`src/rtl/hdb3_enc_ctrl_if.sv`:
```
// hdb3_enc_ctrl_if: upstream word handshake plus serial line and aligned marker outputs
interface hdb3_enc_ctrl_if #(parameter int DATA_W = 8);
    logic              i_enable;
    logic [DATA_W-1:0] i_data;
    logic              i_valid;
    logic              i_last;
    logic              o_ready;
    logic              o_ser_data;
    logic              o_ser_en;
    logic              o_ser_dflag;
    logic              o_underrun;
    logic              o_enc_valid;
    logic              o_enc_sof;
    logic              o_enc_eof;
    logic              o_busy;
    modport master (
        output i_enable, i_data, i_valid, i_last,
        input  o_ready, o_ser_data, o_ser_en, o_ser_dflag, o_underrun,
        input  o_enc_valid, o_enc_sof, o_enc_eof, o_busy
    );
    modport slave (
        input  i_enable, i_data, i_valid, i_last,
        output o_ready, o_ser_data, o_ser_en, o_ser_dflag, o_underrun,
        output o_enc_valid, o_enc_sof, o_enc_eof, o_busy
    );
endinterface

```
`src/rtl/hdb3_enc_ctrl.sv`:
```
// hdb3_enc_ctrl: serializes words MSB-first into the HDB3 encoder, filling underruns and
// flushing the encoder pipeline, with SOF/EOF/valid markers delayed to the encoded output.
module hdb3_enc_ctrl #(
    parameter int DATA_W   = 8,
    parameter int PIPE_LAT = 6
) (
    input logic            i_clk,
    input logic            i_rst,
    hdb3_enc_ctrl_if.slave bus
);
    localparam logic [1:0] IDLE = 2'd0, SHIFT = 2'd1, UNDERRUN = 2'd2, FLUSH = 2'd3;
    localparam int CW = $clog2(DATA_W);
    localparam int FW = $clog2(PIPE_LAT + 1);
    logic [1:0]          st, st_n;
    logic [CW-1:0]       cnt, cnt_n;
    logic [FW-1:0]       fcnt, fcnt_n;
    logic [DATA_W-1:0]   sh, sh_n;
    logic                last_q, last_n, sof_q, sof_n, eof_q, eof_n;
    logic                sd_n, und_n, en_n, busy_n, last_bit, acc;
    logic [PIPE_LAT-1:0] dv, ds, de, dv_n, ds_n, de_n;
    always_comb begin
        last_bit    = cnt == CW'(DATA_W - 1);
        bus.o_ready = st == IDLE ? bus.i_enable : st == UNDERRUN ? 1'b1 : (st == SHIFT) && last_bit && !last_q;
        acc         = bus.i_valid && bus.o_ready;
        st_n        = st;
        cnt_n       = cnt;
        fcnt_n      = fcnt;
        sh_n        = sh;
        last_n      = last_q;
        sd_n        = 1'b0;
        sof_n       = 1'b0;
        eof_n       = 1'b0;
        und_n       = 1'b0;
        if (acc) begin
            st_n   = SHIFT;
            cnt_n  = '0;
            sd_n   = bus.i_data[DATA_W-1];
            sh_n   = bus.i_data << 1;
            last_n = bus.i_last;
            sof_n  = st == IDLE;
        end else if (st == SHIFT && !last_bit) begin
            cnt_n = cnt + 1'b1;
            sd_n  = sh[DATA_W-1];
            sh_n  = sh << 1;
            eof_n = last_q && cnt == CW'(DATA_W - 2);
        end else if (st == SHIFT) begin
            // word exhausted with nothing accepted: flush after the final word, otherwise fill
            st_n   = last_q ? FLUSH : UNDERRUN;
            fcnt_n = '0;
            und_n  = !last_q;
        end else if (st == FLUSH) begin
            st_n   = fcnt == FW'(PIPE_LAT - 1) ? IDLE : FLUSH;
            fcnt_n = fcnt + 1'b1;
        end
        en_n   = st_n != IDLE;
        dv_n   = PIPE_LAT'({dv, bus.o_ser_en});
        ds_n   = PIPE_LAT'({ds, sof_q});
        de_n   = PIPE_LAT'({de, eof_q});
        busy_n = en_n || (|dv_n);
    end
    always_ff @(posedge i_clk) begin
        if (i_rst) begin
            st              <= IDLE;
            cnt             <= '0;
            fcnt            <= '0;
            sh              <= '0;
            last_q          <= 1'b0;
            sof_q           <= 1'b0;
            eof_q           <= 1'b0;
            dv              <= '0;
            ds              <= '0;
            de              <= '0;
            bus.o_ser_data  <= 1'b0;
            bus.o_ser_en    <= 1'b0;
            bus.o_ser_dflag <= 1'b0;
            bus.o_underrun  <= 1'b0;
            bus.o_busy      <= 1'b0;
        end else begin
            st              <= st_n;
            cnt             <= cnt_n;
            fcnt            <= fcnt_n;
            sh              <= sh_n;
            last_q          <= last_n;
            sof_q           <= sof_n;
            eof_q           <= eof_n;
            dv              <= dv_n;
            ds              <= ds_n;
            de              <= de_n;
            bus.o_ser_data  <= sd_n;
            bus.o_ser_en    <= en_n;
            bus.o_ser_dflag <= st_n == SHIFT;
            bus.o_underrun  <= und_n;
            bus.o_busy      <= busy_n;
        end
    end
    assign bus.o_enc_valid = dv[PIPE_LAT-1];
    assign bus.o_enc_sof   = ds[PIPE_LAT-1];
    assign bus.o_enc_eof   = de[PIPE_LAT-1];
endmodule

```
`src/flat_wrapper.sv`:
```
// flat-port wrapper written by rule: the top's interface ports become plain ports
module hdb3_enc_ctrl_flat 
#(
    parameter int DATA_W   = 8,
    parameter int PIPE_LAT = 6
)
  (i_clk, i_rst, bus_i_enable, bus_i_data, bus_i_valid, bus_i_last, bus_o_ready, bus_o_ser_data, bus_o_ser_en, bus_o_ser_dflag, bus_o_underrun, bus_o_enc_valid, bus_o_enc_sof, bus_o_enc_eof, bus_o_busy);
  hdb3_enc_ctrl_if #(.DATA_W(DATA_W)) bus_i ();
  input logic i_clk;
  input logic i_rst;
  input wire logic [$bits(bus_i.i_enable)-1:0] bus_i_enable;
  input wire logic [$bits(bus_i.i_data)-1:0] bus_i_data;
  input wire logic [$bits(bus_i.i_valid)-1:0] bus_i_valid;
  input wire logic [$bits(bus_i.i_last)-1:0] bus_i_last;
  output wire logic [$bits(bus_i.o_ready)-1:0] bus_o_ready;
  output wire logic [$bits(bus_i.o_ser_data)-1:0] bus_o_ser_data;
  output wire logic [$bits(bus_i.o_ser_en)-1:0] bus_o_ser_en;
  output wire logic [$bits(bus_i.o_ser_dflag)-1:0] bus_o_ser_dflag;
  output wire logic [$bits(bus_i.o_underrun)-1:0] bus_o_underrun;
  output wire logic [$bits(bus_i.o_enc_valid)-1:0] bus_o_enc_valid;
  output wire logic [$bits(bus_i.o_enc_sof)-1:0] bus_o_enc_sof;
  output wire logic [$bits(bus_i.o_enc_eof)-1:0] bus_o_enc_eof;
  output wire logic [$bits(bus_i.o_busy)-1:0] bus_o_busy;
  assign bus_i.i_enable = bus_i_enable;
  assign bus_i.i_data = bus_i_data;
  assign bus_i.i_valid = bus_i_valid;
  assign bus_i.i_last = bus_i_last;
  assign bus_o_ready = bus_i.o_ready;
  assign bus_o_ser_data = bus_i.o_ser_data;
  assign bus_o_ser_en = bus_i.o_ser_en;
  assign bus_o_ser_dflag = bus_i.o_ser_dflag;
  assign bus_o_underrun = bus_i.o_underrun;
  assign bus_o_enc_valid = bus_i.o_enc_valid;
  assign bus_o_enc_sof = bus_i.o_enc_sof;
  assign bus_o_enc_eof = bus_i.o_enc_eof;
  assign bus_o_busy = bus_i.o_busy;
  hdb3_enc_ctrl #(.DATA_W(DATA_W), .PIPE_LAT(PIPE_LAT)) u_core (.i_clk(i_clk), .i_rst(i_rst), .bus(bus_i));
endmodule
```
`config.mk`:
```
export PLATFORM = sky130hd
export DESIGN_NAME = hdb3_enc_ctrl_flat
export DESIGN_NICKNAME = d
export VERILOG_FILES = /design/src/rtl/hdb3_enc_ctrl_if.sv /design/src/rtl/hdb3_enc_ctrl.sv /design/src/flat_wrapper.sv
export SDC_FILE = /design/constraint.sdc
export NUM_CORES = 1
export LEC_CHECK = 0
export ABC_AREA = 1
export CELL_PAD_IN_SITES_DETAIL_PLACEMENT = 1
export CELL_PAD_IN_SITES_GLOBAL_PLACEMENT = 2
export CORE_MARGIN = 10
export CORE_UTILIZATION = 29
export CTS_BUF_LIST = sky130_fd_sc_hd__clkbuf_4
export CTS_CLUSTER_SIZE = 16
export DETAILED_ROUTE_END_ITERATION = 7
export HOLD_SLACK_MARGIN = 0.03
export PLACE_DENSITY = 0.8
export SLEW_MARGIN = 40
export SYNTH_ARGS = -nofsm -noshare
export SYNTH_HDL_FRONTEND = slang
export SYNTH_SLANG_ARGS = --single-unit
```
`constraint.sdc`:
```
create_clock -name i_clk -period 1.4 [get_ports i_clk]
set_clock_uncertainty 0.1 [all_clocks]
set_input_delay 0.28 -clock i_clk [delete_from_list [all_inputs] [get_ports i_clk]]
set_output_delay 0.28 -clock i_clk [all_outputs]
set_load 0.01 [all_outputs]
```
=== After elaboration in Yosys (flattened, before gate mapping) ===
Index checks and enable logic that the tools add are counted.

* Input port bits: 13
* Memories kept: 0
* Register bits after elaboration: 41
* Memory bits (writable): 0
* Bits in latches: 0
* Memory bits (read-only): 0

* Div/mod/pow operators: 0
* Shifts and indexed selects: 0
* Order comparisons: 0
* Reduce and logical (&&, ||, !) cells: 18
* Add/subtract/negate cells: 2
* Muxes and demuxes: 14
* Multipliers: 0
* Equality and inequality tests: 7
* Bitwise gates (word level): 3

{| class="wikitable"
|+ Operators by type and width
! cell !! count
|-
| 8-bit two-way mux || 2
|-
| 2-bit two-way mux || 5
|-
| 3-bit == test (second input constant) || 3
|-
| 3-bit by 1-bit adder with 3-bit output (second input constant) || 2
|-
| 3-bit two-way mux || 2
|-
| 2-bit nonzero test || 3
|-
| 6-bit OR reduction || 1
|-
| 1-bit logical AND || 5
|-
| 1-bit two-way mux || 5
|-
| 2-bit by 1-bit == test with 1-bit output (second input constant) || 2
|-
| 2-bit == test (second input constant) || 2
|-
| 2-bit OR reduction || 2
|-
| 4-bit OR reduction || 1
|-
| 1-bit inverter || 3
|-
| 3-bit AND reduction || 1
|-
| 3-bit OR reduction || 1
|-
| 1-bit logical NOT || 2
|-
| 2-bit logical NOT || 1
|-
| 1-bit logical OR || 1
|}

=== Depth between registers and ports, before layout ===
* Word-level depth: 9
* Depth in mapped cells: 11
* Gate-level depth less buffers: 11

=== Worst setup path after synthesis ===
No wires, ideal clock.

* Path kind: register to register
* From: register u_core.cnt[0]
* To: register u_core.last_q
* Required time: 1.187 ns
* Setup time: 0.113 ns
* Path slack: -0.188 ns
* Arrival: 1.375 ns
* Stages on the path, launching flop included: 12
* Buffers on the path: 0
* Path through: dfxtp_1 > ha_1 > ha_1 > inv_2 > nor2_1 > nand2_1 > nand2_4 > nand2_8 > nand2_4 > inv_4 > nand2_2 > nand2_1

* Longest elaborated chain between the ends: 6

{| class="wikitable"
|+ Ends and longest elaborated chain
! item !! line !! RTL
|-
| from (decl) || hdb3_enc_ctrl.sv:15 || <nowiki>logic [CW-1:0] cnt, cnt_n;</nowiki>
|-
| from (signal assigned) || hdb3_enc_ctrl.sv:80 || <nowiki>cnt <= cnt_n;</nowiki>
|-
| 3-bit == test || hdb3_enc_ctrl.sv:22 || <nowiki>last_bit = cnt == CW'(DATA_W - 1);</nowiki>
|-
| 1-bit logical AND (2 in series) || hdb3_enc_ctrl.sv:23 || <nowiki>bus.o_ready = st == IDLE ? bus.i_enable : st == UNDERRUN ? 1'b1 : (st == SHIFT) && last_bit && !last_q;</nowiki>
|-
| 1-bit two-way mux (2 in series) || hdb3_enc_ctrl.sv:23 ||
|-
| via bus_o_ready || flat_wrapper.sv:15 || <nowiki>output wire logic [$bits(bus_i.o_ready)-1:0] bus_o_ready;</nowiki>
|-
| 1-bit logical AND || hdb3_enc_ctrl.sv:24 || <nowiki>acc = bus.i_valid && bus.o_ready;</nowiki>
|-
| to (signal assigned) || hdb3_enc_ctrl.sv:83 || <nowiki>last_q <= last_n;</nowiki>
|-
| to (decl) || hdb3_enc_ctrl.sv:18 || <nowiki>logic last_q, last_n, sof_q, sof_n, eof_q, eof_n;</nowiki>
|}

The timed path passes the listed nets, and every way through them passes these cells.
A chain may end at the register's enable or synchronous reset.

=== Worst setup path after layout ===
* From: register u_core.cnt[1]
* To: output port bus_o_ready

* Longest elaborated chain between the ends: 5

{| class="wikitable"
|+ Ends and longest elaborated chain
! item !! line
|-
| 3-bit == test || hdb3_enc_ctrl.sv:22
|-
| 1-bit logical AND (2 in series) || hdb3_enc_ctrl.sv:23
|-
| 1-bit two-way mux (2 in series) || hdb3_enc_ctrl.sv:23
|-
| to (decl) || flat_wrapper.sv:15
|}

Every way passes these cells.

==> flow_summary.json <==
{
  "io_buffers": 21,
  "finalWorstSetupSlack_ns": -0.341,
  "synth.avg_cell_area_um2": 8.09,
  "ir_worst_vdd_v": 0.000423,
  "grt_pass1_wl_mm": 6.42,
  "detailroute.via_count": 1335,
  "final_nets": 259,
  "cts_sinks": 41,
  "r2r_end": "u_core.bus.o_busy$_SDFF_PP0_",
  "drive_gt1_share_pct": 34.3,
  "path_max_fanout": 2,
  "cts_tree": "built",
  "fmax_mhz": 574,
  "setup.worst_path.class": "flip-flop to output pin",
  "required_ns": 1.02,
  "min_period_ns": 1.74,
  "place_ws_ns": -0.477,
  "arrival_ns": 1.36,
  "die-area_um2": 8720,
  "final-hold-violation-count": 0,
  "total_power_mw": 2.31,
  "reg2reg_slack_ns": -0.25,
  "synth_cell_types": 25,
  "finalCritPeriodShare_pct": 124,
  "setup.worst_path.start_class": "flip-flop",
  "routed_via_density": 4.28,
  "p_sw_mw": 0.688,
  "drtAntennaViolNets": 0,
  "endpoint": "bus_o_ready",
  "syn2layout_area_growth_pct": 48.4,
  "yosysWarnings": 0,
  "fin_util_pct": 44.8,
  "p_int_mw": 1.62,
  "status": "finished with violations",
  "ys_seq_area_share_pct": 52.6,
  "ys_ff_latch": 41,
  "finalSetupTns_ns": -4.78,
  "failed_checks": "negative setup slack",
  "core_um2": 5170,
  "grt_max_degree": 28,
  "dp.cells": 297,
  "post_layout_nonfiller_instances": 312,
  "num_rows": 26,
  "hold_path.class": "flip-flop to flip-flop",
  "clkPwrFrac_pct": 26.7,
  "syn_nets": 211,
  "final-setup-viol-count": 24,
  "p_comb_share_pct": 19.5,
  "die_w_um": 93.4,
  "maxSlewHeadroom_pct": 78.6,
  "rsz0062_at_grt": "yes",
  "drc_errors": 0,
  "clk_path_buf_depth": 2,
  "tightest_slew_ns": 0.320,
  "p_sw_share_pct": 29.8,
  "htreeDepth": 2,
  "drv_cap": 0,
  "avgRoutedWirePerCell_um": 12.5,
  "gr-usage-all-layers_pct": 9.23,
  "grt_antenna_before_repair": 0,
  "drtIter0Drc": 48,
  "synth_top_area_share_pct": 52.6,
  "synth_area_leaders": "dfxtp_1, nand2_1, inv_1",
  "post_dp_cell_area_um2": 2020,
  "overflow": 0,
  "num_io_pins": 22,
  "firstDrtPassIters": 3,
  "maxSlewViolCount": 0,
  "whs_ns": 0.313,
  "wirelength_mm": 3.90,
  "die_h_um": 93.4,
  "power_density_nw_per_um2": 997,
  "endpoint_kind": "output pin",
  "power_leakage_nw": 0.971,
  "reg2reg_depth": 11,
  "clock_latency_ns": 0.36,
  "layout_commonest_cell": "dfxtp_1",
  "critPathLaunch": "u_core.cnt[1]$_SDFFE_PP0P_",
  "final_cell_mix": "dfxtp_1, nand2_1, inv_1, nor2_1, buf_4",
  "r2r-start": "u_core.cnt[1]$_SDFFE_PP0P_",
  "yosysTopAreaCell": "dfxtp_1",
  "cts_root_buf": "clkbuf_4",
  "grt_pass1_vias": 1407,
  "syn_inst": 193,
  "hpwlAfterDp_mm": 2.74,
  "synth_area_um2": 1560,
  "gp_congestion": 0.762,
  "cts-buffers-inserted": 5,
  "final_cell_area_um2": 2320,
  "power_frac_seq_pct": 53.9,
  "antennaDiodeCount": 0,
  "clk_pin_slew_ns": 0.13,
  "initial_core_util_pct": 30.2
}
==> cells in the mapped netlist (all sizes together) <==
cell	number
nand2	47
dfxtp	41
inv	33
nor2	29
a21oi	10
nand3	7
o21ai	7
ha	5
buf	4
a31oi	2
nand4	2
nor3	2
or2	2
nand3b	1
xnor2	1
==> registers in the layout, summed over array words and instances (netlist names), 2 cells and up <==
register	flops
u_core.st	2
u_core.cnt	3
u_core.dv	6
u_core.fcnt	3
u_core.sh	7
u_core.ds	6
u_core.de	6
==> power groups by stage <==
stage	sequential, mW	clock, mW	combinational [mW]
floorplan	1.27	0	0.167
global placement	1.27	0	0.335
detailed placement	1.27	0	0.343
CTS	1.24	0.644	0.399
global route	1.25	0.693	0.493
finish	1.24	0.616	0.449
==> layout make-up <==
cell class,instances,area (um^2)
clock buffer,5,37.5
clock inverter,3,21.3
fill,625,2860
inverter,33,146
multi-input combinational,115,788
sequential,41,823
tap,70,87.6
timing repair buffer,45,413
==> worst max-delay path, stage by stage, from the launching register on <==
cell and delay (ns):
dfxtp_2 0.37, ha_4 0.14, ha_4 0.13, inv_4 0.04
nor2_4 0.09, nand2_2 0.07, nand2_4 0.07, buf_6 0.10
==> cells by family (layout without fill, tap and decap cells) <==
| kind of cell | Yosys count | in the layout | share of synthesized area [%] |
|---|---|---|---|
| buffers and inverters | 37 | 86 | 9.37 |
| xor gates and xnor gates | 1 | 1 | 0.561 |
| AOI/OAI and AO/OA | 19 | 19 | 6.25 |
| adders and majority gates | 5 | 5 | 4.01 |
| DFF | 41 | 41 | 52.6 |
| and+or+nand+nor | 90 | 90 | 27.2 |
==> metal layers <==
metal | routed length (um) | global-route usage [%] | vias to the layer above
met1 | 1730 | 9.65 | 626
li1 | - | - | 679
met5 | 0 | 0 | -
met2 | 1920 | 16.1 | 24
met4 | 69 | 4.37 | 0
met3 | 178 | 3.36 | 6
==> worst min-delay path by stage <==
stage                                 start                       to  slack (ns)  depth (start not counted)
floorplan           u_core.eof_q$_SDFF_PP0_  u_core.de[0]$_SDFF_PP0_        0.29                          2
global placement    u_core.de[1]$_SDFF_PP0_  u_core.de[2]$_SDFF_PP0_        0.29                          2
detailed placement  u_core.sof_q$_SDFF_PP0_  u_core.ds[0]$_SDFF_PP0_        0.30                          2
CTS                 u_core.de[4]$_SDFF_PP0_  u_core.de[5]$_SDFF_PP0_        0.32                          2
global route        u_core.ds[1]$_SDFF_PP0_  u_core.ds[2]$_SDFF_PP0_        0.33                          2
finish              u_core.de[4]$_SDFF_PP0_  u_core.de[5]$_SDFF_PP0_        0.31                          2
==> timing repair <==
| action | 4_1_cts | 5_1_grt |
|---|---|---|
| buffers inserted | 3 | 5 |
| hold buffers | 0 | 0 |
| pin swaps | 6 | 11 |
| gates resized for setup | 39 | 29 |
| setup endpoints to repair | 32 | 26 |
Power figures use the tool's default switching activity.
